**config.mk**
```make
export PLATFORM = sky130hd
export DESIGN_NAME = esc_halfduplex_uart
export DESIGN_NICKNAME = d
export VERILOG_FILES = /design/src/rtl/esc_halfduplex_uart.sv
export SDC_FILE = /design/constraint.sdc
export NUM_CORES = 1
export LEC_CHECK = 0
export CAP_MARGIN = 20
export CORE_MARGIN = 10
export CORE_UTILIZATION = 59
export CTS_CLUSTER_DIAMETER = 40
export DETAILED_ROUTE_END_ITERATION = 8
export DONT_BUFFER_PORTS = 1
export PLACE_DENSITY = 0.76
export SYNTH_ARGS = -nofsm -noshare
export SYNTH_HDL_FRONTEND = slang
export SYNTH_SLANG_ARGS = --single-unit
export TNS_END_PERCENT = 100
```
**constraint.sdc**
```tcl
create_clock -name wb_clk_i -period 6.9 [get_ports wb_clk_i]
set_input_delay 0.345 -clock wb_clk_i [delete_from_list [all_inputs] [get_ports wb_clk_i]]
set_output_delay 0.345 -clock wb_clk_i [all_outputs]
set_load 0.05 [all_outputs]
```
**src/rtl/esc_halfduplex_uart.sv**
```systemverilog
// esc_halfduplex_uart: one-wire half-duplex ESC UART bridge with a TX FIFO, guard/hold OE framing and echo-free RX.
// Define ESC_UART_STATS_EN to add saturating tx byte and rx framing-error counters.
module esc_halfduplex_uart #(
    parameter int CLK_FREQ_HZ = 72_000_000,
    parameter int BAUD        = 19200,
    parameter int FIFO_DEPTH  = 16
) (
    input  logic        wb_clk_i,
    input  logic        wb_rst_ni,
    input  logic        en_i,
    input  logic [7:0]  tx_data_i,
    input  logic        tx_valid_i,
    output logic        tx_ready_o,
    output logic [7:0]  rx_data_o,
    output logic        rx_valid_o,
    output logic        rx_frame_err_o,
    output logic        serial_tx_o,
    output logic        serial_oe_o,
    input  logic        serial_rx_i,
`ifdef ESC_UART_STATS_EN
    output logic [15:0] tx_count_o,
    output logic [15:0] rx_err_count_o,
`endif
    output logic        busy_o
);
    localparam int T  = (CLK_FREQ_HZ + BAUD / 2) / BAUD;
    localparam int CW = (T > 1) ? $clog2(T) : 1;
    localparam int AW = $clog2(FIFO_DEPTH);
    localparam logic [CW-1:0] T_LAST = CW'(T - 1);
    localparam logic [CW-1:0] T_HALF = CW'(T / 2 - 1);
    localparam logic [2:0] S_IDLE = 3'd0, S_GUARD = 3'd1, S_START = 3'd2,
                           S_DATA = 3'd3, S_STOP = 3'd4, S_HOLD = 3'd5;
    localparam logic [1:0] R_IDLE = 2'd0, R_START = 2'd1, R_DATA = 2'd2, R_STOP = 2'd3;

    logic [7:0]    mem_q [FIFO_DEPTH];
    logic [AW-1:0] wr_ptr_q, rd_ptr_q;
    logic [AW:0]   count_q;
    logic [2:0]    tx_state_q, tx_state_d, tx_bit_q, tx_bit_d, rx_bit_q, rx_bit_d;
    logic [1:0]    rx_state_q, rx_state_d;
    logic [CW-1:0] tx_cnt_q, tx_cnt_d, rx_cnt_q, rx_cnt_d;
    logic [7:0]    tx_sh_q, tx_sh_d, rx_sh_q, rx_sh_d, rx_data_q, rx_data_d;
    logic          rx_prev_q, rx_valid_q, rx_valid_d, rx_err_q, rx_err_d;
    logic          empty, full, wr, pop, tx_tick, rx_tick, rx_en, rx_fall;

    assign empty          = count_q == '0;
    assign full           = count_q == (AW+1)'(FIFO_DEPTH);
    assign tx_ready_o     = wb_rst_ni & en_i & ~full;
    assign wr             = tx_valid_i & tx_ready_o;
    assign tx_tick        = tx_cnt_q == T_LAST;
    assign rx_tick        = rx_cnt_q == T_LAST;
    assign rx_en          = en_i & (tx_state_q == S_IDLE);
    assign rx_fall        = rx_prev_q & ~serial_rx_i;
    assign serial_oe_o    = tx_state_q != S_IDLE;
    assign serial_tx_o    = (tx_state_q == S_START) ? 1'b0 : (tx_state_q == S_DATA) ? tx_sh_q[0] : 1'b1;
    assign busy_o         = serial_oe_o | ~empty;
    assign rx_data_o      = rx_data_q;
    assign rx_valid_o     = rx_valid_q;
    assign rx_frame_err_o = rx_err_q;

    always_comb begin
        tx_state_d = tx_state_q;
        tx_cnt_d   = tx_tick ? '0 : tx_cnt_q + 1'b1;
        tx_bit_d   = tx_bit_q;
        tx_sh_d    = tx_sh_q;
        pop        = 1'b0;
        case (tx_state_q)
            S_IDLE: begin
                tx_cnt_d = '0;
                if (!empty && rx_state_q == R_IDLE && !rx_fall) tx_state_d = S_GUARD;
            end
            S_GUARD: if (tx_tick) begin
                tx_state_d = S_START;
                pop        = 1'b1;
            end
            S_START: if (tx_tick) begin
                tx_state_d = S_DATA;
                tx_bit_d   = '0;
            end
            S_DATA: if (tx_tick) begin
                tx_sh_d    = tx_sh_q >> 1;
                tx_bit_d   = tx_bit_q + 1'b1;
                tx_state_d = (tx_bit_q == 3'd7) ? S_STOP : S_DATA;
            end
            S_STOP, S_HOLD: if (tx_tick) begin
                pop        = ~empty;
                tx_state_d = !empty ? S_START : (tx_state_q == S_STOP) ? S_HOLD : S_IDLE;
            end
            default: tx_state_d = S_IDLE;
        endcase
        if (pop) tx_sh_d = mem_q[rd_ptr_q];
        if (!en_i) begin
            tx_state_d = S_IDLE;
            tx_cnt_d   = '0;
            pop        = 1'b0;
        end
    end

    // RX samples from the start-bit midpoint, then every T; it is held idle whenever we drive the line
    always_comb begin
        rx_state_d = rx_state_q;
        rx_cnt_d   = rx_cnt_q + 1'b1;
        rx_bit_d   = rx_bit_q;
        rx_sh_d    = rx_sh_q;
        rx_data_d  = rx_data_q;
        rx_valid_d = 1'b0;
        rx_err_d   = 1'b0;
        case (rx_state_q)
            R_IDLE: begin
                rx_cnt_d   = '0;
                rx_state_d = rx_fall ? R_START : R_IDLE;
            end
            R_START: if (rx_cnt_q == T_HALF) begin
                rx_cnt_d   = '0;
                rx_bit_d   = '0;
                rx_state_d = serial_rx_i ? R_IDLE : R_DATA;
            end
            R_DATA: if (rx_tick) begin
                rx_cnt_d   = '0;
                rx_sh_d    = {serial_rx_i, rx_sh_q[7:1]};
                rx_bit_d   = rx_bit_q + 1'b1;
                rx_state_d = (rx_bit_q == 3'd7) ? R_STOP : R_DATA;
            end
            default: if (rx_tick) begin
                rx_state_d = R_IDLE;
                rx_valid_d = serial_rx_i;
                rx_err_d   = ~serial_rx_i;
                rx_data_d  = serial_rx_i ? rx_sh_q : rx_data_q;
            end
        endcase
        if (!rx_en) begin
            rx_state_d = R_IDLE;
            rx_cnt_d   = '0;
            rx_valid_d = 1'b0;
            rx_err_d   = 1'b0;
            rx_data_d  = rx_data_q;
        end
    end

    always_ff @(posedge wb_clk_i) begin
        if (wr) mem_q[wr_ptr_q] <= tx_data_i;
    end

    always_ff @(posedge wb_clk_i or negedge wb_rst_ni) begin
        if (!wb_rst_ni) begin
            wr_ptr_q   <= '0;
            rd_ptr_q   <= '0;
            count_q    <= '0;
            tx_state_q <= S_IDLE;
            tx_cnt_q   <= '0;
            tx_bit_q   <= '0;
            tx_sh_q    <= '0;
            rx_state_q <= R_IDLE;
            rx_cnt_q   <= '0;
            rx_bit_q   <= '0;
            rx_sh_q    <= '0;
            rx_data_q  <= '0;
            rx_valid_q <= 1'b0;
            rx_err_q   <= 1'b0;
            rx_prev_q  <= 1'b1;
        end else begin
            if (!en_i) begin
                wr_ptr_q <= '0;
                rd_ptr_q <= '0;
                count_q  <= '0;
            end else begin
                wr_ptr_q <= wr_ptr_q + AW'(wr);
                rd_ptr_q <= rd_ptr_q + AW'(pop);
                count_q  <= count_q + (AW+1)'(wr) - (AW+1)'(pop);
            end
            tx_state_q <= tx_state_d;
            tx_cnt_q   <= tx_cnt_d;
            tx_bit_q   <= tx_bit_d;
            tx_sh_q    <= tx_sh_d;
            rx_state_q <= rx_state_d;
            rx_cnt_q   <= rx_cnt_d;
            rx_bit_q   <= rx_bit_d;
            rx_sh_q    <= rx_sh_d;
            rx_data_q  <= rx_data_d;
            rx_valid_q <= rx_valid_d;
            rx_err_q   <= rx_err_d;
            rx_prev_q  <= serial_rx_i;
        end
    end

`ifdef ESC_UART_STATS_EN
    logic [15:0] tx_count_q, rx_err_count_q;
    assign tx_count_o     = tx_count_q;
    assign rx_err_count_o = rx_err_count_q;
    always_ff @(posedge wb_clk_i or negedge wb_rst_ni) begin
        if (!wb_rst_ni) begin
            tx_count_q     <= '0;
            rx_err_count_q <= '0;
        end else begin
            if (en_i && tx_state_q == S_STOP && tx_tick && tx_count_q != 16'hFFFF) tx_count_q <= tx_count_q + 1'b1;
            if (rx_err_d && rx_err_count_q != 16'hFFFF) rx_err_count_q <= rx_err_count_q + 1'b1;
        end
    end
`endif
endmodule

```
-- Word level (Yosys, flattened, before mapping)
Memories as Yosys holds them, arrays and structs flattened.
Index checks and enable logic that the tools add are counted.
- memories: 1
- flip-flop bits (word level): 75
- input bits: 13
- bits in writable memories: 128
- output and inout bits: 14
- $add $sub $neg: 8
- bitwise operators: 10
- reductions and logical operators: 21
- mux-type cells: 51
- eq/ne operators: 25
- memory list (name ; words ; bits a word ; read ports ; clocked after memory_dff ; wr ports ; line ; source):
    mem_q ; 16 ; 8 ; 1 ; 0 ; 1 ; 35 ; logic [7:0] mem_q [FIFO_DEPTH];
- operator list (operator ; number):
    $mux 12 ; 6
    $mux 3 ; 13
    $pmux 12 s3 ; 1
    $add 12x1->12 const B ; 2
    $eq 12x12->1 const B ; 2
    $mux 8 ; 3
    $ne 3x3->1 const B ; 6
    $mux 1 ; 15
    $pmux 3 s5 ; 1
    $eq 12x11->1 const B ; 1
    $eq 3x3->1 const B ; 4
    $pmux 3 s2 ; 2
    $mux 2 ; 5
    $reduce_and 3->1 ; 3
    $add 4x1->4 ; 2
    $mux 4 ; 2
    $ne 2x2->1 const B ; 4
    $reduce_bool 2->1 ; 4
    $add 3x1->3 const B ; 2
    $eq 3x2->1 const B ; 2
    $pmux 2 s3 ; 1
    $add 5x1->5 ; 1
    $and 1x1->1 ; 5
    $eq 5x5->1 const B ; 1
    21 further kinds ; 27

-- Logic depth before layout (Yosys ltp)
Gate-level depths: netlist (run 1).
- depth in word-level cells: 7
- gate-level depth with buffers: 16
- depth with buffers taken out: 15

-- Least setup slack after synthesis (run 1)
No wires, ideal clock.
- path type: reg2reg
- start point: register count_q[3]
- end point: register count_q[4]
- path slack: 3759 ps
- setup time: 125 ps
- stages on the path, launching flop included: 17
- data required time: 6775 ps
- clock period less this slack: 3141 ps
- arrival time: 3016 ps
- cell sequence: dfrtp_1 -> inv_1 -> ha_1 -> nor3b_1 -> nand3b_1 -> nand3_1 -> clkbuf_1 -> nor2_1 -> ha_1 -> inv_1 -> ha_1 -> inv_1 -> fa_1 -> nand2b_1 -> a21oi_1 -> o21ai_0 -> nor3b_1
- word-level cells in the longest chain between the ends: 7
- elaborated cells between the ends (all ways): 12
- ends and longest elaborated chain (item ; line ; source):
    from (decl) ; 37 ; logic [AW:0] count_q;
    from (signal assigned) ; 168 ; count_q <= count_q + (AW+1)'(wr) - (AW+1)'(pop);
    $eq 5x5->1 or $logic_not 5->1 (tied branches) ; 46, 45 ;
    $not 1->1 (on tied branches) ; 47, 85 ;
    $and 1x1->1 or $mux 1 (tied branches) ; 47, 84 ;
    $and 1x1->1 or $pmux 1 s2 (tied branches) ; 48, 66 ;
    $add 5x1->5 or $mux 1 (tied branches) ; 168, 91 ;
    $sub 5x1->5 (*) ; 168 ;
    $mux 5 (*) ; 161 ; if (!en_i) begin
Mark *: on every way between the ends. The rest lies on a longest branch, timed or not.
A chain may end at the register's enable or synchronous reset.

-- Worst setup path in the final report (run 1)
- start point: register tx_cnt_q[1]
- end point: register count_q[4]
- word-level cells in the longest chain between the ends: 6
- elaborated cells between the ends (all ways): 7
- ends and longest elaborated chain (item ; line ; source):
    from (decl) ; 40 ; logic [CW-1:0] tx_cnt_q, tx_cnt_d, rx_cnt_q, rx_cnt_d;
    from (signal assigned) ; 171 ; tx_cnt_q <= tx_cnt_d;
    $eq 12x12->1 (*) ; 49 ; assign tx_tick = tx_cnt_q == T_LAST;
    $mux 1 (on tied branches) ; 84, 71 ;
    $pmux 1 s2 (*) ; 66 ; case (tx_state_q)
    $mux 1 (*) ; 91 ; if (!en_i) begin
    $sub 5x1->5 (*) ; 168 ;
    $mux 5 (*) ; 161 ;
Marks and branches as above.

==> impl_metrics.ini, run 1 <==
[placed_design]
pre_cts_slack_ps = 3260
dp_hpwl_um = 10400
port_buffers = 0
place_congestion = 0.802
dp_cells = 733

[cts]
cts_tree = yes
cts_setup_buffers = 0
htree_levels = 1
numCtsBuffers = 28
numClockSinks = 203
clkLatencyLatePin_ps = 530
clockBufferDepth = 3
path_clk_slew_ps = 50
clock_tree.root_cell = clkbuf_16

[grt]
grt_pass1_vias = 5014
antenna_found_initial = 0
grt_pass1_wl_um = 26600
grt_max_degree = 76
overflow = 0
grt_usage_pct = 16.5

[synth]
postSynth.asyncResetShare_pct = 36.9
yosysWarningCount = 0
syn_area_um2 = 8880
synthFlopType = edfxtp_1
syn_inst = 570
synth.distinct_cells = 61
yosys.area.top_type = edfxtp_1
synth_top_area_share_pct = 43.3
synth-edff-count = 128
synth_area_leaders = edfxtp_1 (43%), dfrtp_1 (21%), mux4_2 (8.1%)
seq_area_frac_synth_pct = 64.5
syn_area_per_cell_um2 = 15.6
synth-seq-cells = 203
synth_nets = 603

[pwr]
power_leakage_nw = 3.77
vdd_ir_drop_max_mv = 0.218
p_per_area_nw_per_um2 = 300

[timing]
post-route-period-util_pct = 53.7
fin_tns_setup_ps = 0
hold_violations = 0
fmax_mhz = 270
finalCriticalPeriod_ps = 3700
maxSlewViolCount = 0
maxSlewHeadroom_pct = 25.2
setup_slack_ps = 3200
hold_ws_ps = 16.5
setup_viol = 0
rsz0062_at_grt = false
worstMarginPinSlew_ps = 1130
fin_skew_ps = 19.8

[routing]
drt_iter0_markers = 498
ant_nets = 0
drt_first_pass_iters = 5
routed_via_density = 5.98
dr_total_vias = 4766
drc_errors = 0
post_drt_wl_per_cell_um = 20.6
wl_um = 16400

[cells_and_area]
layout_common_cells = edfxtp_1 (128), dfrtp_1 (72), nor2_1 (52), mux2i_1 (33), mux4_2 (32)
finalNonFillerCells = 797
layout-drive-gt1-share_pct = 17.9
final_nets = 624
final_common_cell = edfxtp_1
area_growth_pct = 14.7
n_antenna_cell = 0

[run]
max_cap_viol_count = 0

[worst_hold_path]
hold_depth = 2
hold_path_class = in -> reg

[floorplan]
die_y_um = 143
io_pins = 27
die_w_um = 143
die-area_um2 = 20400
core_area_um2 = 14600
start_util_pct = 60.6
rows = 44

[critical_path]
cp.arrival_ps = 4100
reg2reg_depth = 15
critical_path_class = reg -> reg
critPathCaptureType = flip-flop
crit_path_max_fanout = 9
worstPathRequired_ps = 7300
start_kind = flip-flop

[run_status]
status = complete, no violations
==> area by class of cell <==
| type | count | area (um^2) |
|---|---|---|
| Sequential cell | 203 | 5720 |
| Timing Repair Buffer | 17 | 175 |
| Inverter | 21 | 78.8 |
| Fill cell | 956 | 4470 |
| Tap cell | 184 | 230 |
| Clock buffer | 32 | 736 |
| Clock inverter | 20 | 305 |
| Multi-Input combinational cell | 320 | 2930 |
==> layer usage <==
metal | GRT usage (%) | part of all wire (%)
met1 | 21.2 | 42
met2 | 28.3 | 51
met3 | 3.15 | 5.2
met4 | 4.23 | 1.8
met5 | 0 | 0
==> synth_stat cells (all sizes together) (2+ instances only) <==
master,number
a21o,5
a21oi,6
a22o,2
a31oi,3
and2,5
and4bb,2
buf,18
clkbuf,8
dfrtp,74
edfxtp,128
ha,19
inv,20
mux2,26
mux2i,33
mux4,32
nand2,19
nand2b,6
nand3,16
nand3b,6
nand4,5
nand4bb,3
nor2,52
nor3,15
nor3b,2
nor4,5
nor4b,2
o21ai,5
or3,3
or4,3
xnor2,18
xor2,9
==> per-stage QoR <==
stage | instance area [um^2] | power [W] | utilization (%)
6_report | 10200 | 0.00305 | 69.5
3_3_place_gp | 9000 | 0.00149 | 61.5
2_1_floorplan | 8880 | 0.00147 | -
5_1_grt | 10200 | 0.00315 | 69.5
3_5_place_dp | 9000 | 0.00150 | 61.5
4_1_cts | 10200 | 0.00307 | 69.5
==> sequential cells by signal (all words and copies together) (netlist names), 4 cells and up <==
register   cells
tx_cnt_q      12
rd_ptr_q       4
wr_ptr_q       4
tx_sh_q        8
mem_q        128
rx_cnt_q      12
rx_data_o      8
count_q        5
rx_sh_q        8
==> what timing repair did <==
| action | CTS | global route |
|---|---|---|
| setup endpoints to repair | 0 | 0 |
| gates resized for setup | 0 | 0 |
| endpoints found under the hold margin | 215 | 0 |
| hold buffers | 12 | 0 |
==> path summary, 6_finish.rpt <==
check | from | to | slack, ps
setup / recovery | tx_cnt_q[1] | count_q[4] | 3200
hold / removal | en_i | tx_state_q[1] | 20
setup reg to reg | tx_cnt_q[1] | count_q[4] | 3200
hold reg to reg | tx_bit_q[2] | tx_bit_q[2] | 490
max in group asynchronous | wb_rst_ni | rx_prev_q | 6160
min in group asynchronous | wb_rst_ni | tx_sh_q[5] | 410
==> cells by family after synthesis <==
family          after synthesis  synth area share [%]
compound gates               29                  2.27
xor+xnor                     27                  2.66
fa+ha+maj                    20                  2.90
buf+inv                      47                  2.55
flops                       203                  64.5
mux                          91                  15.5
simple gates                153                  9.68
==> power breakdown <==
group	leakage (nW)	switching [W]	internal (W)
clock	0.501	0.000542	0.00101
sequential	2.18	0.0000290	0.00131
combinational	1.08	0.000110	0.0000488
==> worst max-delay path, stage by stage (launching register included) <==
cell and delay, ps:
dfrtp_1 420, inv_1 90, ha_1 170, nand4_1 120, nor4_2 430, nand3_1 520, nor2_1 310, ha_1 270
inv_1 50, ha_1 160, inv_1 70, fa_1 410, nand2b_1 160, a21oi_1 170, o21ai_0 100, nor3b_1 150
(Power assumes the default switching activity.)
==> inputs of run 2 (changes only) <==
Clock period 6.9 ns to 3.5 ns, I/O delays scaled along.
==> impl_metrics.ini, run 2 (synthesis gave the netlist of run 1 again) <==
[grt]
antenna_found_initial = 0
grt_usage_pct = 16.3
grt_pass1_wl_um = 26600
grt_max_degree = 76
overflow = 0
grt_pass1_vias = 4954

[cells_and_area]
layout_common_cells = edfxtp_1 (128), dfrtp_1 (73), nor2_1 (52), mux2i_1 (33), mux4_2 (32)
layout-drive-gt1-share_pct = 18.0
largest_registers = mem_q: 128 flops, rx_cnt_q: 12 flops, tx_cnt_q: 12 flops
n_antenna_cell = 0
top_register = mem_q
fill_cells = 934
final_nets = 630
stdcell_area_um2 = 10200
final_common_cell = edfxtp_1
largest_register_ffs = 128
area_growth_pct = 14.7

[critical_path]
r2r-start = tx_cnt_q[1]
critical_path_class = reg -> reg
critPathCaptureType = flip-flop
start_kind = flip-flop
cp.arrival_ps = 3590
crit_path_max_fanout = 4
crit_path_start = tx_cnt_q[1]
worstPathRequired_ps = 3890

[pwr]
power_w = 0.00583
vdd_ir_drop_max_mv = 0.580
power_leakage_nw = 3.78
power_frac_clock_pct = 49.3
pwr-share-seq_pct = 45.4
sw_frac_of_total_pct = 22.0
p_per_area_nw_per_um2 = 572
intPower_w = 0.00454
comb_power_share_pct = 5.4
switching_power_w = 0.00128

[placed_design]
place_congestion = 0.824
place_area_um2 = 9070
port_buffers = 0
dp_hpwl_um = 10600

[routing]
post_drt_wl_per_cell_um = 20.1
wl_um = 16100
drc_errors = 0
ant_nets = 0
drt_first_pass_iters = 4
drt_iter0_markers = 336
dr_total_vias = 4736
routed_via_density = 5.91

[cts]
cts_tree = yes
htree_levels = 1
clockBufferDepth = 3
numCtsBuffers = 26
clkLatencyLatePin_ps = 530
cts_setup_buffers = 0
clock_tree.root_cell = clkbuf_16
numClockSinks = 203
path_clk_slew_ps = 50

[floorplan]
start_util_pct = 60.6
die_w_um = 143
die_y_um = 143
die-area_um2 = 20400
core_area_um2 = 14600
io_pins = 27
rows = 44

[timing]
maxSlewHeadroom_pct = 26.3
fin_skew_ps = 26.3
fmax_mhz = 312
finalCriticalPeriod_ps = 3200
rsz0062_at_grt = false
setup_viol = 0
maxSlewViolCount = 0
hold_ws_ps = 30.0
worstMarginPinSlew_ps = 1110
post-route-period-util_pct = 91.5
hold_violations = 0
fin_tns_setup_ps = 0

[worst_hold_path]
holdCritStartpoint = serial_rx_i
hold_path_class = in -> reg

[run_status]
status = complete, no violations

[run]
max_cap_viol_count = 0
## run 2: power groups by stage
stage	Clock [W]	Combinational (W)	Sequential, W
CTS	0.00291	0.000314	0.00264
finish	0.00287	0.000312	0.00264
global route	0.00302	0.000345	0.00265
floorplan	0	0.000245	0.00266
detailed placement	0	0.000260	0.00269
global placement	0	0.000252	0.00269
## run 2: critical path, cell delays in order, from the launching register on
cell	delay, ps
dfrtp_1	410
inv_1	70
ha_1	160
nand4_1	120
nor4_2	450
nand3_1	190
nor2_1	170
ha_1	250
inv_1	60
ha_1	150
inv_1	60
fa_1	400
nand2b_1	160
a21oi_1	180
o21ai_0	100
nor3b_1	150
## run 2: stage by stage
| step | util [%] | cells | setup WS [ps] |
|---|---|---|---|
| finish | 69.5 | 801 | 298 |
| global route | 69.5 | 801 | 82.4 |
| global placement | 61.9 | 741 | 490 |
| detailed placement | 61.9 | 741 | 371 |
| CTS | 69.5 | 801 | 335 |
| floorplan | - | 570 | 359 |
## run 2: path summary, 6_finish.rpt
| path | endpoint | slack (ps) | depth (start not counted) |
|---|---|---|---|
| setup reg to reg | count_q[4] | 300 | 15 |
| hold reg to reg | tx_bit_q[1] | 490 | 1 |
| min in group asynchronous | tx_cnt_q[9] | 220 | 2 |
| setup / recovery | count_q[4] | 300 | 15 |
| max in group asynchronous | rx_prev_q | 2950 | 2 |
| hold / removal | rx_state_q[0] | 30 | 4 |
## run 2: area by class of cell
| class | instances | area, um^2 | area share [%] |
|---|---|---|---|
| flip-flops and latches | 203 | 5720 | 56.2 |
| clock inverters | 15 | 245 | 2.41 |
| inverters | 21 | 78.8 | 0.774 |
| well taps | 184 | 230 | 2.26 |
| repair buffers | 25 | 248 | 2.43 |
| clock buffers | 33 | 728 | 7.15 |
| multi-input cells | 320 | 2930 | 28.8 |
## run 2: routing by layer
layer / routed length [um] / vias up / GRT usage, %
met2: 8250 / 94 / 28.3
met1: 6890 / 2418 / 20.9
met3: 703 / 24 / 2.75
met5: 0 / - / 0
li1: - / 2200 / -
met4: 263 / 0 / 3.96
## run 2: timing repair
item / 4_1_cts / 5_1_grt
hold buffers: 12 / 0
setup endpoints to repair: 0 / 0
endpoints found under the hold margin: 225 / 0
gates resized for setup: 0 / 0
